==> config.mk <==
export PLATFORM = sky130hd
export DESIGN_NAME = gpio_responder_flat
export DESIGN_NICKNAME = d
export VERILOG_FILES = /design/src/rtl/gpio_responder_if.sv /design/src/rtl/gpio_responder.sv /design/src/flat_wrapper.sv
export SDC_FILE = /design/constraint.sdc
export NUM_CORES = 1
export LEC_CHECK = 0
export CAP_MARGIN = 25
export CORE_UTILIZATION = 45
export CTS_CLUSTER_DIAMETER = 50
export CTS_CLUSTER_SIZE = 16
export DETAILED_ROUTE_END_ITERATION = 7
export PLACE_DENSITY = 0.73
export SYNTH_ARGS = -nofsm -noshare
export SYNTH_HDL_FRONTEND = slang
export SYNTH_SLANG_ARGS = --single-unit
==> constraint.sdc <==
create_clock -name clk -period 1.4 [get_ports clk]
set_clock_uncertainty 0.1 [all_clocks]
set_input_delay 0.28 -clock clk [delete_from_list [all_inputs] [get_ports clk]]
set_output_delay 0.28 -clock clk [all_outputs]
set_load 0.01 [all_outputs]
==> src/rtl/gpio_responder_if.sv <==
// Bus-side interface of the GPIO responder.
//   master : bus arbiter side; drives the strobes, address and write data, receives read data
//   slave  : GPIO responder side
//   memread_gpio   read strobe, one access per cycle it is high
//   memwrite_gpio  write strobe
//   addr_gpio      byte address, only [2:0] decoded by the responder
//   writedata_gpio write data
//   readdata_gpio  registered read data
interface gpio_responder_if;
    logic        memread_gpio;
    logic        memwrite_gpio;
    logic [15:0] addr_gpio;
    logic [7:0]  writedata_gpio;
    logic [7:0]  readdata_gpio;

    modport master (
        output memread_gpio,
        output memwrite_gpio,
        output addr_gpio,
        output writedata_gpio,
        input  readdata_gpio
    );

    modport slave (
        input  memread_gpio,
        input  memwrite_gpio,
        input  addr_gpio,
        input  writedata_gpio,
        output readdata_gpio
    );
endinterface

==> src/rtl/gpio_responder.sv <==
// Memory-mapped GPIO peripheral: output/direction registers, synchronised pin inputs and
// per-bit edge detection with a sticky status register and a level irq.
// Ports:
//   clk      system clock, all state on posedge
//   reset    asynchronous active-low reset
//   bus      gpio_responder_if.slave (strobes, address, write data, registered read data)
//   gpio_in  asynchronous pin inputs
//   gpio_out pin output values (DOUT)
//   gpio_oe  pin output enables (DIR, 1 = drive)
//   irq      registered |(STAT & IEN)
// Register map (addr[2:0]): 0 DOUT, 1 DIR, 2 DIN (RO), 3 IEN, 4 STAT (W1C), 5 EDGE, 6/7 zero.
module gpio_responder #(
    parameter int unsigned WIDTH       = 8,
    parameter int unsigned SYNC_STAGES = 2
) (
    input  logic                 clk,
    input  logic                 reset,
    gpio_responder_if.slave      bus,
    input  logic [WIDTH-1:0]     gpio_in,
    output logic [WIDTH-1:0]     gpio_out,
    output logic [WIDTH-1:0]     gpio_oe,
    output logic                 irq
);

    localparam int unsigned CntW = $clog2(SYNC_STAGES + 1);

    typedef enum logic [0:0] {StWait, StArmed} state_e;

    state_e            state_q, state_d;
    logic [CntW-1:0]   cnt_q, cnt_d;
    logic              armed;

    logic [WIDTH-1:0]  dout_q, dout_d;
    logic [WIDTH-1:0]  dir_q, dir_d;
    logic [WIDTH-1:0]  ien_q, ien_d;
    logic [WIDTH-1:0]  stat_q, stat_d;
    logic [WIDTH-1:0]  edge_q, edge_d;
    logic [WIDTH-1:0]  sync_q [SYNC_STAGES];
    logic [WIDTH-1:0]  prev_q;
    logic [7:0]        readdata_q, readdata_d;
    logic              irq_q, irq_d;

    logic [2:0]        addr;
    logic [WIDTH-1:0]  wdata;
    logic [WIDTH-1:0]  pin_s;
    logic [WIDTH-1:0]  hit;
    logic [WIDTH-1:0]  w1c;
    logic [7:0]        rdata;

    // Upper address bits and write-data bits above WIDTH are intentionally ignored.
    logic unused_bus;
    assign unused_bus = ^{bus.addr_gpio[15:3], bus.writedata_gpio};

    assign addr  = bus.addr_gpio[2:0];
    assign wdata = bus.writedata_gpio[WIDTH-1:0];
    assign pin_s = sync_q[SYNC_STAGES-1];

    // Arming FSM: hold off edge recording until the synchroniser and prev register have
    // filled with real pin values, so pins already high at reset raise nothing.
    always_comb begin
        state_d = state_q;
        cnt_d   = cnt_q;
        armed   = 1'b0;
        unique case (state_q)
            StWait: begin
                if (cnt_q == CntW'(SYNC_STAGES)) begin
                    state_d = StArmed;
                end else begin
                    cnt_d = cnt_q + CntW'(1);
                end
            end
            StArmed: armed = 1'b1;
            default: state_d = StWait;
        endcase
    end

    always_comb begin
        dout_d = dout_q;
        dir_d  = dir_q;
        ien_d  = ien_q;
        edge_d = edge_q;
        w1c    = '0;
        if (bus.memwrite_gpio) begin
            case (addr)
                3'd0:    dout_d = wdata;
                3'd1:    dir_d  = wdata;
                3'd3:    ien_d  = wdata;
                3'd4:    w1c    = wdata;
                3'd5:    edge_d = wdata;
                default: ;
            endcase
        end

        // Per-bit select between rising and falling detection.
        hit = (edge_q & pin_s & ~prev_q) | (~edge_q & ~pin_s & prev_q);
        // Clear first, then set, so a new edge wins over a simultaneous W1C.
        stat_d = (stat_q & ~w1c) | (armed ? hit : '0);

        rdata = '0;
        case (addr)
            3'd0:    rdata[WIDTH-1:0] = dout_q;
            3'd1:    rdata[WIDTH-1:0] = dir_q;
            3'd2:    rdata[WIDTH-1:0] = pin_s;
            3'd3:    rdata[WIDTH-1:0] = ien_q;
            3'd4:    rdata[WIDTH-1:0] = stat_q;
            3'd5:    rdata[WIDTH-1:0] = edge_q;
            default: ;
        endcase
        readdata_d = bus.memread_gpio ? rdata : readdata_q;

        irq_d = |(stat_q & ien_q);
    end

    always_ff @(posedge clk or negedge reset) begin
        if (!reset) begin
            state_q    <= StWait;
            cnt_q      <= '0;
            dout_q     <= '0;
            dir_q      <= '0;
            ien_q      <= '0;
            stat_q     <= '0;
            edge_q     <= '0;
            prev_q     <= '0;
            readdata_q <= '0;
            irq_q      <= 1'b0;
            for (int unsigned i = 0; i < SYNC_STAGES; i++) begin
                sync_q[i] <= '0;
            end
        end else begin
            state_q    <= state_d;
            cnt_q      <= cnt_d;
            dout_q     <= dout_d;
            dir_q      <= dir_d;
            ien_q      <= ien_d;
            stat_q     <= stat_d;
            edge_q     <= edge_d;
            prev_q     <= pin_s;
            readdata_q <= readdata_d;
            irq_q      <= irq_d;
            sync_q[0]  <= gpio_in;
            for (int unsigned i = 1; i < SYNC_STAGES; i++) begin
                sync_q[i] <= sync_q[i-1];
            end
        end
    end

    assign bus.readdata_gpio = readdata_q;
    assign gpio_out          = dout_q;
    assign gpio_oe           = dir_q;
    assign irq               = irq_q;

endmodule

==> src/flat_wrapper.sv <==
// flat-port wrapper written by rule: the top's interface ports become plain ports
module gpio_responder_flat 
#(
    parameter int unsigned WIDTH       = 8,
    parameter int unsigned SYNC_STAGES = 2
)
  (clk, reset, gpio_in, gpio_out, gpio_oe, irq, bus_memread_gpio, bus_memwrite_gpio, bus_addr_gpio, bus_writedata_gpio, bus_readdata_gpio);
  gpio_responder_if bus_i ();
  input  logic clk;
  input  logic reset;
  input  logic [WIDTH-1:0] gpio_in;
  output logic [WIDTH-1:0] gpio_out;
  output logic [WIDTH-1:0] gpio_oe;
  output logic irq;
  input wire logic [$bits(bus_i.memread_gpio)-1:0] bus_memread_gpio;
  input wire logic [$bits(bus_i.memwrite_gpio)-1:0] bus_memwrite_gpio;
  input wire logic [$bits(bus_i.addr_gpio)-1:0] bus_addr_gpio;
  input wire logic [$bits(bus_i.writedata_gpio)-1:0] bus_writedata_gpio;
  output wire logic [$bits(bus_i.readdata_gpio)-1:0] bus_readdata_gpio;
  assign bus_i.memread_gpio = bus_memread_gpio;
  assign bus_i.memwrite_gpio = bus_memwrite_gpio;
  assign bus_i.addr_gpio = bus_addr_gpio;
  assign bus_i.writedata_gpio = bus_writedata_gpio;
  assign bus_readdata_gpio = bus_i.readdata_gpio;
  gpio_responder #(.WIDTH(WIDTH), .SYNC_STAGES(SYNC_STAGES)) u_core (.clk(clk), .reset(reset), .bus(bus_i), .gpio_in(gpio_in), .gpio_out(gpio_out), .gpio_oe(gpio_oe), .irq(irq));
endmodule
# [Word level (Yosys, flattened, before mapping)]
# Index checks and enable logic that the tools add are counted.
# Widths: inputs -> output; s select.
[totals] ram_bits=0 input_bits=36 rom_bits=0 elab_cells=47 regBits=76 latch_bits=0 n_memories=0
[op_classes] n_reduce_logical=7 eq_ne=6 n_mul=0 n_addsub=1 n_div=0 n_mux=7 magnitude_cmp=0 n_bitwise=14 n_shift=0
[op_table] operator="$and 8x8->8" count=6
[op_table] operator="$pmux 8 s6" count=1
[op_table] operator="$not 8->8" count=4
[op_table] operator="$mux 8" count=3
[op_table] operator="$or 8x8->8" count=2
[op_table] operator="$reduce_and 2->1" count=5
[op_table] operator="$reduce_or 8->1" count=1
[op_table] operator="$eq 3x2->1 const B" count=2
[op_table] operator="$eq 3x3->1 const B" count=2
[op_table] operator="$eq 3x1->1 const B" count=1
[op_table] operator="$logic_not 3->1" count=1
[op_table] operator="$mux 1" count=3
[op_table] operator="$add 2x1->2 const B" count=1
[op_table] operator="$eq 2x2->1 const B" count=1
[op_table] operator="$not 1->1" count=2

# [Depth between registers and ports, before layout]
# Gate-level depths: netlist (run 1).
[logic_depth] depth_word=6 depth_mapped=6

# [Worst setup path before layout (run 1)]
# No wires, ideal clock.
[synth_timing] path_kind="input -> register" from="in bus_addr_gpio[2]" to="reg u_core.dout_q[0], in the netlist u_core.gpio_out[0]" path_slack_ns=-0.021 arrival_time_ns=1.196 stages=4 setup_time_ns=0.125 required_time_ns=1.175 path_buffers=1 cell_sequence="buf_2 nand2b_4 nor3_4 mux2_2"
[synth_between] elab_chain_len=2
[synth_rtl] element="from (decl)" line="flat_wrapper.sv:17" rtl="input wire logic [$bits(bus_i.addr_gpio)-1:0] bus_addr_gpio;"
[synth_rtl] element="$logic_not 3->1" line="gpio_responder.sv:84" rtl="case (addr)"
[synth_rtl] element="$reduce_and 2->1 (no line)"
[synth_rtl] element="to (signal assigned)" line="gpio_responder.sv:132" rtl="dout_q <= dout_d;"
[synth_rtl] element="to (decl)" line="gpio_responder.sv:33" rtl="logic [WIDTH-1:0] dout_q, dout_d;"
# Every way passes these cells.
# A chain may end at the register's enable or synchronous reset.

# [Worst setup path in the final report (run 1)]
[layout_timing] from="reg u_core.stat_q[3]" to="reg u_core.readdata_q[3], in the netlist u_core.bus.readdata_gpio[3]"
[layout_between] elab_chain_len=1
[layout_rtl] element="from (decl)" line="gpio_responder.sv:36" rtl="logic [WIDTH-1:0] stat_q, stat_d;"
[layout_rtl] element="from (signal assigned)" line="gpio_responder.sv:135" rtl="stat_q <= stat_d;"
[layout_rtl] element="$pmux 8 s6" line="gpio_responder.sv:100" rtl="case (addr)"
[layout_rtl] element="to (signal assigned)" line="gpio_responder.sv:138" rtl="readdata_q <= readdata_d;"
[layout_rtl] element="to (decl)" line="gpio_responder.sv:40" rtl="logic [7:0] readdata_q, readdata_d;"
# Every way passes these cells.

==> parameters.txt, run 1 <==
Parameter                              Value

Clock tree
  Sinks on the clock net    76
  CTS Root Cell    sky130_fd_sc_hd__clkbuf_8
  Clock H-tree levels    3
  Reg clk slew, reported paths    around 0.080 ns
  TritonCTS clock tree    done
  Maximum root-to-sink buffer count    2
  Cts bufs inserted    9
  Latest clock arrival within the worst-skew pair    0.35 ns

Outcome
  Result of the run    finished clean

Route
  Number of iterations in the first detailed-routing pass    4
  Number of nets with antenna violations after detailed routing    0
  Detailed-route via count    2250
  DRT iter0 DRCs    108
  Final wirelength    7160 um
  Detail-routed net length per standard cell    16.3 um
  Vias/cell    5.13
  DRC violations left    0

Power
  Switching power total    0.00149 W
  Pwr Total    0.00557 W
  Power share of the clock group    0.296
  Maximum vdd drop    just over 0.7 mV
  Sw Ratio    0.267
  Comb power frac    0.217
  Power density cells    1290 nW/um2
  Flop pwr share    0.487
  Leak Pwr    1.95 nW
  Internal power    0.00408 W

Min path
  Min-Delay Path Class    primary input to async pin

Global routing
  Met1 Usage GRT    0.296
  Grt peak-use layer    met2
  Antenna violations before repair    0
  Global-route track usage on met2    0.339
  Global-route usage over all layers    0.216
  Largest net degree at the start of global routing    31
  Wire length of the first global-routing pass    11800 um
  Total congestion overflow after global routing    0
  Vias in the first global route    ~2300
  Global Route met3 Usage    0.0400

Yosys
  Flops & latches, synth    76
  Total of warnings raised by yosys    0
  Synthesized area per cell    13.0 um2
  Synth Net Count    283
  Proportion of synthesized chip area in sequential cells    0.593
  Leading area contributor after synthesis    sky130_fd_sc_hd__dfrtp_1
  Post-Synthesis Cells    246
  Most used standard cell by instance count after synthesis    sky130_fd_sc_hd__dfrtp_1
  Share of flip-flops with an asynchronous set or reset after synthesis    1.00
  Most frequently used flop master after synthesis    sky130_fd_sc_hd__dfrtp_1
  Cell variety after synth    34
  Synth cell count leaders    sky130_fd_sc_hd__dfrtp_1 (76), sky130_fd_sc_hd__nand2_1 (27), sky130_fd_sc_hd__mux2_2 (26)
  Top cell type's share of synthesized area    0.593
  Number of synthesized flops with an enable pin    0
  Leading cell types by total area after synthesis    sky130_fd_sc_hd__dfrtp_1 (59%), sky130_fd_sc_hd__mux2_2 (9.1%), sky130_fd_sc_hd__mux2i_1 (5.3%)
  Post-synthesis instance area    3210 um2

Setup path
  Beginning of the worst register-to-register path    u_core.stat_q[3]$_DFF_PN0_
  Data arrival at the endpoint of the critical path    1.53 ns
  Slowest cell on the critical path    sky130_fd_sc_hd__mux4_2
  Critical Path Sink Type    flip-flop
  Category of cells accounting for the largest share of critical-path delay    multiplexers
  WS Path Type    flip-flop to flip-flop
  Max stage delay on crit path    0.46 ns
  Critical Path Source Type    flip-flop
  Number of cells on the worst reg-to-reg path    3
  CP Max Fanout    2
  Worst r2r dst    u_core.bus.readdata_gpio[3]$_DFFE_PN0P_
  Total buffers and inverters traversed by the critical path    0
  Data required time at the worst endpoint    1.54 ns
  Crit path cell chain    mux4_2, nor2b_4, o22a_1
  Register-to-register path setup slack    0.02 ns

Floorplan
  Initial cell density of the core    0.469
  Die height    86.4 um
  Core area    6830 um2
  Number of rows in the core area    30
  Number of top-level design ports    61
  Width of the die    86.4 um
  Die area    7470 um2

Job
  Total of max-cap violations    0

STA
  Final setup vio count    0
  Final Cycle Share    0.986
  Pins Over Slew Limit    0
  Setup repair after global routing missed its margin    no
  Final Worst Setup Slack    ~0.020 ns
  Relative slew slack    0.776
  Fmax    725 MHz
  Measured slew at the worst slew-check pin    about 0.33 ns
  Clock period minus worst slack    about 1.4 ns
  Fin Hold WS    0.243 ns
  Final hold violation count    0

Placement
  Routability congestion estimate from global placement    0.828
  Placement Setup Slack    -0.620 ns
  Hpwl dp    5080 um
  Count of buffers inserted at the top-level ports    47
  Placed inst area    4020 um2

Cells and area
  Fraction of layout cells with a size suffix above 1    0.312
  Cell area after layout    4310 um2
  Synthesis-to-finish area growth    34.3%
  Nets    375
  Number of antenna repair diodes    0
placed cells by master, fill, tap and decap left out, types with 2 or more instances in the layout:
master,count
sky130_fd_sc_hd__buf_6,3
sky130_fd_sc_hd__o22a_1,5
sky130_fd_sc_hd__dfrtp_1,76
sky130_fd_sc_hd__o22ai_1,4
sky130_fd_sc_hd__mux2i_1,17
sky130_fd_sc_hd__inv_1,2
sky130_fd_sc_hd__nand2b_4,2
sky130_fd_sc_hd__clkdlybuf4s15_1,19
sky130_fd_sc_hd__clkinv_2,2
sky130_fd_sc_hd__mux2_4,8
sky130_fd_sc_hd__mux2_2,26
sky130_fd_sc_hd__dlygate4sd2_1,4
sky130_fd_sc_hd__clkbuf_2,5
sky130_fd_sc_hd__o21ai_0,15
sky130_fd_sc_hd__nor2_1,16
sky130_fd_sc_hd__a22oi_1,4
sky130_fd_sc_hd__a22o_1,8
sky130_fd_sc_hd__buf_4,35
sky130_fd_sc_hd__nand2b_1,3
sky130_fd_sc_hd__a31oi_1,2
sky130_fd_sc_hd__clkbuf_8,10
sky130_fd_sc_hd__buf_12,5
sky130_fd_sc_hd__clkbuf_1,2
sky130_fd_sc_hd__clkdlybuf4s50_1,17
sky130_fd_sc_hd__nand2_1,27
sky130_fd_sc_hd__a21oi_1,7
flip-flops by register name, summed over array words and instances (netlist names):
register and count:
u_core.edge_q 8, u_core.stat_q 8, u_core.cnt_q 2, u_core.gpio_out 8, u_core.ien_q 8, u_core.bus.readdata_gpio 8, u_core.irq 1, u_core.sync_q 8
u_core.pin_s 8, u_core.gpio_oe 8, u_core.prev_q 8, u_core.state_q 1
layer usage:
metal | vias to the layer above | wire length [um]
met4 | 0 | 140
met3 | 12 | 313
li1 | 1067 | -
met5 | - | 0
met2 | 52 | 3450
met1 | 1119 | 3260
power groups by stage:
stage / Combinational, W / Clock, W / Sequential, W
after global routing: 0.00132 / 0.00178 / 0.00275
after floorplan: 0.000516 / 0 / 0.00278
after CTS: 0.00123 / 0.00169 / 0.00271
after detailed placement: 0.00118 / 0 / 0.00277
after global placement: 0.00115 / 0 / 0.00276
final: 0.00121 / 0.00165 / 0.00271
worst max path at each step:
stage                                   from  cells after the start  slack [ns]                                 endpoint
3_3_place_gp                bus_addr_gpio[0]                      5       -0.58           u_core.gpio_out[2]$_DFFE_PN0P_
3_5_place_dp                bus_addr_gpio[0]                      7       -0.62               u_core.stat_q[0]$_DFF_PN0_
6_report          u_core.stat_q[3]$_DFF_PN0_                      3        0.02  u_core.bus.readdata_gpio[3]$_DFFE_PN0P_
5_1_grt        u_core.gpio_oe[0]$_DFFE_PN0P_                      1       0.001                               gpio_oe[0]
4_1_cts        u_core.gpio_oe[2]$_DFFE_PN0P_                      1       0.003                               gpio_oe[2]
2_1_floorplan               bus_addr_gpio[2]                      4       -0.02           u_core.gpio_out[0]$_DFFE_PN0P_
cell families (layout without fill, tap and decap cells):
logic type                 count (synthesis)  after routing  share of synthesized area
muxes                                     52             52                      0.189
buffers and inverters                     12            109                     0.0230
DFF                                       76             76                      0.593
and+or+nand+nor                           57             57                     0.0925
adders and majority gates                  1              1                    0.00390
AOI/OAI and AO/OA                         47             47                     0.0960
xor gates and xnor gates                   1              1                    0.00273
cell type report:
cell class	instances	area (um2)
clock buffer	12	145
clock inverter	4	48.8
fill	569	2530
inverter	2	7.51
multi-input combinational	158	1240
sequential	76	1900
tap	96	120
timing repair buffer	91	843
timing repair:
| item | 4_1_cts | 5_1_grt |
|---|---|---|
| hold buffers | 1 | 0 |
| pin swaps | 1 | 0 |
| cloned | 1 | 0 |
| resized for setup | 56 | 9 |
| buffers inserted | 11 | 0 |
| endpoints found under the hold margin | 70 | 0 |
| endpoints found under the setup margin | 73 | 8 |
per-stage QoR:
| stage | util | std cells | TNS, ns |
|---|---|---|---|
| after detailed placement | 0.589 | 410 | -25.57 |
| after CTS | 0.632 | 439 | 0 |
| after global routing | 0.630 | 439 | 0 |
| after floorplan | - | 246 | -0.246 |
| final | 0.630 | 439 | 0 |
| after global placement | 0.589 | 410 | -24.54 |
Note: power is estimated with default switching activity, not from simulation.
==> run 2, diff against run 1 <==
- CORE_ASPECT_RATIO: not set -> 0.6
==> run 2 against run 1 <==
Net effect:
- the flow now finishes with violations (DRC)
- final area increased by 3.7%
- die area increased by 0.15%
- utilization increased by 2.7 points
- total power increased by 19%
- count of clock-buffer cells in the layout unchanged
- routed wire length increased by 5.5%
- register-to-register slack improved by 0.02 ns
- global-route usage increased by 1.5 points
- critical path depth decreased by 2
- clock power increased by 63%
- critical path type is now flip-flop to output port
- largest power group unchanged
==> parameters.txt, run 2 (synthesized netlist as in run 1, its figures left out) <==
Parameter                              Value

Route
  Number of nets with antenna violations after detailed routing    0
  Number of iterations in the first detailed-routing pass    6
  Final wirelength    7550 um
  DRC violations left    8
  Detail-routed net length per standard cell    about 18 um
  Vias/cell    5.38
  DRT iter0 DRCs    between 100 and 150
  Detailed-route via count    2312

Setup path
  Data required time at the worst endpoint    1.02 ns
  Critical Path Sink Type    output port
  Max stage delay on crit path    0.40 ns
  WS Path Type    flip-flop to output port
  Data arrival at the endpoint of the critical path    0.98 ns
  Category of cells accounting for the largest share of critical-path delay    flip-flops
  CP Max Fanout    3
  Slowest cell on the critical path    sky130_fd_sc_hd__dfrtp_1
  Crit path cell chain    clkdlybuf4s15_1
  Critical Path Source Type    flip-flop
  Total buffers and inverters traversed by the critical path    1

Power
  Pwr Total    0.00661 W
  Leak Pwr    2.02 nW
  Power share of the clock group    0.407
  Maximum vdd drop    0.766 mV
  Flop pwr share    0.413
  Comb power frac    0.180
  Power density cells    around 1500 nW/um2
  Internal power    slightly above 0.005 W
  Sw Ratio    0.238
  Switching power total    0.00157 W

Clock tree
  CTS Root Cell    sky130_fd_sc_hd__clkbuf_16
  Maximum root-to-sink buffer count    2
  Reg clk slew, reported paths    0.06 ns
  TritonCTS clock tree    done
  Cts bufs inserted    9
  Sinks on the clock net    76
  Clock H-tree levels    3
  Latest clock arrival within the worst-skew pair    roughly 0.33 ns

Placement
  Routability congestion estimate from global placement    0.822
  Hpwl dp    5310 um
  Count of buffers inserted at the top-level ports    47

Global routing
  Vias in the first global route    2337
  Total congestion overflow after global routing    0
  Largest net degree at the start of global routing    29
  Wire length of the first global-routing pass    about 12000 um
  Antenna violations before repair    0
  Global-route usage over all layers    0.231

Job
  Total of max-cap violations    0

Floorplan
  Core area    6790 um2
  Width of the die    between 100 and 150 um
  Initial cell density of the core    0.472
  Number of top-level design ports    61
  Die height    67.4 um
  Die area    7480 um2
  Number of rows in the core area    23

Cells and area
  Nets    375
  Count of filler cells inserted in the layout    between 500 and 600
  Most frequent cells in the layout    sky130_fd_sc_hd__dfrtp_1 (76), sky130_fd_sc_hd__buf_4 (38), sky130_fd_sc_hd__nand2_1 (27)
  Synthesis-to-finish area growth    39.2%
  Most common library cell in the layout ignoring fill and taps    sky130_fd_sc_hd__dfrtp_1
  Fraction of layout cells with a size suffix above 1    0.297
  Number of antenna repair diodes    0

Outcome
  Failing checks    DRC
  Result of the run    finished with violations

STA
  Fmax    735 MHz
  Clock period minus worst slack    1.36 ns
  Pins Over Slew Limit    0
  Final setup vio count    0
  Summed negative setup slack over all endpoints    0 ns
  Setup repair after global routing missed its margin    yes
  Final hold violation count    0
  Measured slew at the worst slew-check pin    0.421 ns
  Final Cycle Share    0.972
  Relative slew slack    0.719

Min path
  Min-Delay Path Class    flip-flop to flip-flop
==> run 2: timing repair <==
action | in CTS | in global routing
hold endpoints to repair | 24 | 0
hold buffers | 1 | 0
endpoints found under the setup margin | 73 | 15
buffers inserted | 9 | 0
gates resized for setup | 41 | 14
pin swaps | 1 | 0
==> run 2: path summary, 6_finish.rpt <==
path                                                start                                       to  slack (ns)  cells after the start
setup / recovery            u_core.gpio_oe[3]$_DFFE_PN0P_                               gpio_oe[3]        0.04                      1
hold / removal                 u_core.sync_q[9]$_DFF_PN0_                u_core.pin_s[1]$_DFF_PN0_        0.25                      0
setup reg to reg           u_core.gpio_out[3]$_DFFE_PN0P_  u_core.bus.readdata_gpio[3]$_DFFE_PN0P_        0.04                      3
hold reg to reg                u_core.sync_q[9]$_DFF_PN0_                u_core.pin_s[1]$_DFF_PN0_        0.25                      0
max in group asynchronous                           reset                     u_core.irq$_DFF_PN0_        0.38                      3
min in group asynchronous                           reset            u_core.gpio_oe[6]$_DFFE_PN0P_        0.33                      2
==> run 2: layout make-up <==
class | count | area (um2) | area share
Multi-Input combinational cell | 158 | 1230 | 0.276
Tap cell | 87 | 109 | 0.0244
Clock inverter | 4 | 95.1 | 0.0213
Inverter | 2 | 7.51 | 0.00168
Clock buffer | 12 | 256 | 0.0575
Timing Repair Buffer | 91 | 861 | 0.193
Sequential cell | 76 | 1900 | 0.426
==> run 2: power groups by stage <==
stage	clock, W	combinational [W]	sequential, W
after detailed placement	0	0.00118	0.00277
after global routing	0.00283	0.00129	0.00277
after CTS	0.00273	0.00118	0.00272
after floorplan	0	0.000516	0.00278
final	0.00269	0.00119	0.00273
after global placement	0	0.00114	0.00276
==> run 2: metal layers <==
metal  global-route usage  part of all wire
met5                    0                 0
met4               0.0668             0.011
met3               0.0978             0.079
met2                0.365              0.44
met1                0.295              0.47
==> run 2: metrics by stage <==
stage | hold WS [ns] | setup WS (ns) | util | instances | area (um2)
floorplan | -0.116 | -0.0206 | - | 246 | 3210
global placement | 0.135 | -0.553 | 0.594 | 404 | 4040
detailed placement | 0.137 | -0.559 | 0.594 | 404 | 4040
CTS | 0.249 | 0.00220 | 0.655 | 430 | 4450
global route | 0.255 | -0.00539 | 0.657 | 430 | 4460
finish | 0.246 | 0.0389 | 0.657 | 430 | 4460
